[config.mk]
export PLATFORM = sky130hd
export DESIGN_NAME = if_fetch_queue
export DESIGN_NICKNAME = d
export VERILOG_FILES = /design/src/rtl/if_fetch_queue.sv
export SDC_FILE = /design/constraint.sdc
export NUM_CORES = 1
export LEC_CHECK = 0
export CORE_ASPECT_RATIO = 1.1
export CORE_MARGIN = 2
export CORE_UTILIZATION = 53
export CTS_CLUSTER_SIZE = 28
export DETAILED_ROUTE_END_ITERATION = 16
export MAX_ROUTING_LAYER = met4
export PLACE_DENSITY = 0.83
export SYNTH_ARGS = -nofsm -noshare
export SYNTH_HDL_FRONTEND = slang
export SYNTH_SLANG_ARGS = --single-unit
[constraint.sdc]
create_clock -name clk -period 5.5 [get_ports clk]
set_input_delay 1.1 -clock clk [delete_from_list [all_inputs] [get_ports clk]]
set_output_delay 1.1 -clock clk [all_outputs]
set_load 0.02 [all_outputs]
[src/rtl/if_fetch_queue.sv]
// Instruction fetch queue between pc_reg and IF/ID: buffers {pc, inst} pairs and holds the PC via bbl_o when full.
// Optional IF_FETCH_BYPASS_EN: an empty queue passes the incoming pair straight to decode (0-cycle latency).
module if_fetch_queue #(
  parameter  int DEPTH = 4,
  localparam int PTR_W = $clog2(DEPTH)
) (
  input  logic             clk,
  input  logic             rst,
  input  logic [31:0]      pc_i,
  input  logic             ce_i,
  input  logic [31:0]      inst_i,
  input  logic             stall_i,
  input  logic             flush_i,
  output logic             bbl_o,
  output logic [31:0]      id_pc_o,
  output logic [31:0]      id_inst_o,
  output logic             id_valid_o,
  output logic [PTR_W:0]   count_o
);

  typedef struct packed {
    logic [31:0] pc;
    logic [31:0] inst;
  } ent_t;

  ent_t             r_mem [DEPTH];
  logic [PTR_W-1:0] r_wr_ptr;
  logic [PTR_W-1:0] r_rd_ptr;
  logic [PTR_W:0]   r_count;

  logic w_full;
  logic w_head_vld;
  logic w_byp;
  logic w_push;
  logic w_pop;
  ent_t w_head;

  // bbl_o comes only from registered count, so decode stalls never reach pc_reg combinationally.
  assign w_full     = (r_count == (PTR_W+1)'(DEPTH));
  assign w_head_vld = (r_count != '0);

`ifdef IF_FETCH_BYPASS_EN
  assign w_byp = ~w_head_vld & ce_i & ~flush_i;
`else
  assign w_byp = 1'b0;
`endif

  // A bypassed pair that decode takes this cycle is never written into storage.
  assign w_push = ce_i & ~w_full & ~flush_i & ~(w_byp & ~stall_i);
  assign w_pop  = w_head_vld & ~stall_i & ~flush_i;

  always_ff @(posedge clk) begin
    if (rst || flush_i) begin
      r_wr_ptr <= '0;
      r_rd_ptr <= '0;
      r_count  <= '0;
    end else begin
      if (w_push) r_wr_ptr <= r_wr_ptr + 1'b1;
      if (w_pop)  r_rd_ptr <= r_rd_ptr + 1'b1;
      case ({w_push, w_pop})
        2'b10:   r_count <= r_count + 1'b1;
        2'b01:   r_count <= r_count - 1'b1;
        default: r_count <= r_count;
      endcase
    end
  end

  // Storage is deliberately left uncleared on reset; the pointers alone define validity.
  always_ff @(posedge clk) begin
    if (!rst && w_push) r_mem[r_wr_ptr] <= {pc_i, inst_i};
  end

  always_comb begin
    w_head = '0;
    if (w_head_vld)  w_head = r_mem[r_rd_ptr];
    else if (w_byp)  w_head = {pc_i, inst_i};
  end

  assign bbl_o      = w_full;
  assign id_valid_o = w_head_vld | w_byp;
  assign id_pc_o    = w_head.pc;
  assign id_inst_o  = w_head.inst;
  assign count_o    = r_count;

endmodule

==> metrics.md <==
| Metric | Value |
|---|---|
| Root Driver | `clkbuf_16` |
| Clock Skew | `slightly above 0.01 ns` |
| Non-Filler Instances | `roughly 900` |
| Max stage delay on crit path | `1.00 ns` |
| Htree depth | `1` |
| Required @ worst endpoint | `roughly 4.4 ns` |
| Final setup vio count | `0` |
| Largest net degree at the start of global routing | `66` |
| Peak supply drop | `~270 uV` |
| Clock Path Buffers | `3` |
| Crit start category | `flop` |
| Post-Synth XOR/XNOR Area | `less than 1%` |
| Register bit total from synthesis | `about 270` |
| Min Tclk post-route | `approximately 4.3 ns` |
| First-pass GRT wire length | `about 29000 um` |
| Proportion of layout cells with a drive suffix above 1 | `a little under a fifth` |
| Hold Vio Cnt, Final | `0` |
| Fin Setup TNS | `0 ns` |
| Worst-path clk slew | `0.06 ns` |
| Cell Area, Synth | `slightly above 0.01 mm^2` |
| First-pass iteration count of the detailed router | `4` |
| PwrDens | `roughly 330 mW/mm^2` |
| # Post-CTS Setup Buffers | `0` |
| Ports | `138` |
| Area delta synth->final | `23.6%` |
| GRT Util Overall | `about a fifth` |
| Largest delay share family, worst path | `flip-flops` |
| Iteration-0 DRC Markers | `308` |
| Tot Pwr | `approximately 4.2 mW` |
| WP data arrival | `about 3.2 ns` |
| MaxCap Viol Count | `0` |
| Inst Count DP | `828` |
| DRC Markers | `0` |
| Vias post-DR | `4877` |
| GPL Wtd Cong | `0.772` |
| Critical path cell sequence | `buf_4 -> mux4_2 -> and2_1 -> clkdlybuf4s50_1` |
| Post-Syn Area per Cell | `roughly 22 um^2` |
| Yosys top cell by area | `edfxtp_1` |
| Compound-Gate Fraction of Synth Area | `0.391%` |
| Post-Route WL | `between 15000 and 20000 um` |
| Class of the most critical setup path | `flop to primary output` |
| Max Clock Freq | `234 MHz` |
| Worst min path class | `flop to flop` |
| Ranking of synthesized cells by area | `edfxtp_1, mux4_2, and2_1` |
| Max Slew Vio Count | `0` |
| CTS tree | `done` |
| Rel. slew slack | `between 30% and 40%` |
| Post-Synth Adder-Cell Area | `less than 1%` |
| Leakage | `3.98 nW` |
| Worst slew pin tran | `between 1 and 1.5 ns` |
| # resized after CTS | `0` |
| Register area share after synthesis | `approximately three quarters` |
| Post-synthesis simple-gate area fraction | `between 5 and 6%` |
| Hold buffer count at cts | `0` |
| Largest family of logic cells by synthesized area | `multiplexers` |
| Yosys top cell area share | `~75%` |
| Endpoint class of the critical path | `primary output` |
| TritonCTS buffer count | `26` |
| Initial core utilization | `53.8%` |
| Clk Latency, worst-skew pair | `between 0.5 and 0.6 ns` |
| WP buf/inv | `2` |
| Initial antenna violation count | `0` |
| Wire per inst | `approximately 22 um` |
| Library cells used by synthesis | `27` |
| Number of routed nets with antenna violations | `0` |
| DP HPWL | `10800 um` |
| Mux contribution to synthesized area | `between 10% and 20%` |
| Final Cycle Share | `around 80%` |
| Hold Worst Slack | `roughly 0.52 ns` |
| Port Buf Inserts | `137` |
| Grt total ovfl | `0` |
| FILL cells | `approximately 1.2k` |
| Vias in the first global route | `5138` |
| Worst path slowest cell | `dfxtp_4` |
| RSZ-0062 raised after global routing | `no` |
| Crit Path Max Fanout | `50` |
| Syn Inst Count | `roughly 460` |
| Clock sinks | `approximately 270` |
| Core Box Area | `~0.019 mm^2` |
| Status | `complete, no violations` |
| Die Area | `approximately 0.02 mm^2` |
| Ant diodes | `0` |
| Die W | `~140 um` |
| Yosys warning count | `0` |
| Final nets | `~680` |
| Vias per Instance | `between 5 and 6` |
| Die span in y | `between 100 and 150 um` |
| Row count | `53` |
| Post-Syn Nets | `around 540` |
==> worst register-to-register path: stages (launching register included) <==
cell     delay (ns)
dfxtp_1        0.42
nor3b_1        0.27
or3b_1         0.50
ha_1           0.29
inv_1          0.07
fa_1           0.37
xor2_1         0.16
or3_1          0.31
a21oi_1        0.19
==> placed cells by master, fill, tap and decap left out, types with 2 or more instances in the layout <==
master           instances
and2_1                  64
bufinv_16                2
clkbuf_8                 2
clkbuf_1                 9
nand2_1                  4
xor2_1                   2
mux4_2                  64
nor2_1                   4
dfxtp_1                  7
nor3b_4                  4
clkinv_1                 2
mux2i_1                  2
buf_4                    6
clkinv_2                 4
or3_1                    3
o21ai_0                  3
a21oi_1                  5
edfxtp_1               256
dfxtp_4                  2
clkdlybuf4s50_1        137
inv_1                    5
ha_1                     5
clkbuf_16               28
==> registers in the layout (all words and copies together), names as in the netlist, named ones only <==
name and flops:
count_o 3, r_mem 256, r_rd_ptr 2, r_wr_ptr 2
==> synthesized netlist by cell type (all sizes together) <==
master / n
nand2: 4
edfxtp: 256
inv: 6
dfxtp: 9
nor3b: 5
mux4: 64
a21oi: 5
xor2: 2
or3b: 1
or3: 3
nor2: 4
mux2i: 2
and2: 64
ha: 5
or2: 1
nand2b: 1
clkbuf: 9
nor3: 2
fa: 1
o21ai: 3
buf: 14
==> cell type report <==
cell class,count,area [um^2],share of cell area [%]
clock buffer,39,762,6.02
multi-input combinational,167,2170,17.1
clock inverter,9,96.3,0.762
sequential,265,7880,62.2
inverter,6,22.5,0.178
timing repair buffer,143,1420,11.2
tap,247,309,2.44
==> per-stage QoR <==
stage | setup WS [ns] | cell area, um^2 | util (%)
finish | 1.22 | 12700 | 66.5
global route | 1.02 | 12700 | 66.5
CTS | 1.12 | 12700 | 66.5
detailed placement | 1.69 | 11800 | 62.0
global placement | 1.73 | 11800 | 62.0
floorplan | 0.852 | 10200 | -
==> worst paths after layout <==
check / from / end / slack, ns / cells after the start
hold / removal: r_rd_ptr[1] / flop / 0.52 / 2
hold reg to reg: r_rd_ptr[1] / flop / 0.52 / 2
setup / recovery: flop / id_pc_o[4] / 1.22 / 4
setup reg to reg: count_o[2] / count_o[2] / 2.85 / 8
==> routing by layer <==
metal / part of all wire, % / global-route usage [%] / wire length [um]
met1: 38 / 24.7 / 7220
met3: 8.0 / 4.98 / 1510
met2: 52 / 31.5 / 9870
met4: 1.7 / 5.47 / 325
met5: 0 / - / 0
==> power by group <==
part | leakage (nW) | internal (mW) | switching [mW] | total [mW]
clock network | 0.421 | 1.05 | 0.689 | 1.74
registers | 2.39 | 2.23 | 0.00828 | 2.24
logic | 1.18 | 0.0978 | 0.0874 | 0.185
==> cell families after synthesis <==
family	count (synthesis)
AOI/OAI and AO/OA	8
DFF	265
and+or+nand+nor	85
buffers and inverters	29
muxes	66
xor gates and xnor gates	2
adders and majority gates	6
Note: power is estimated with default switching activity, not from simulation.
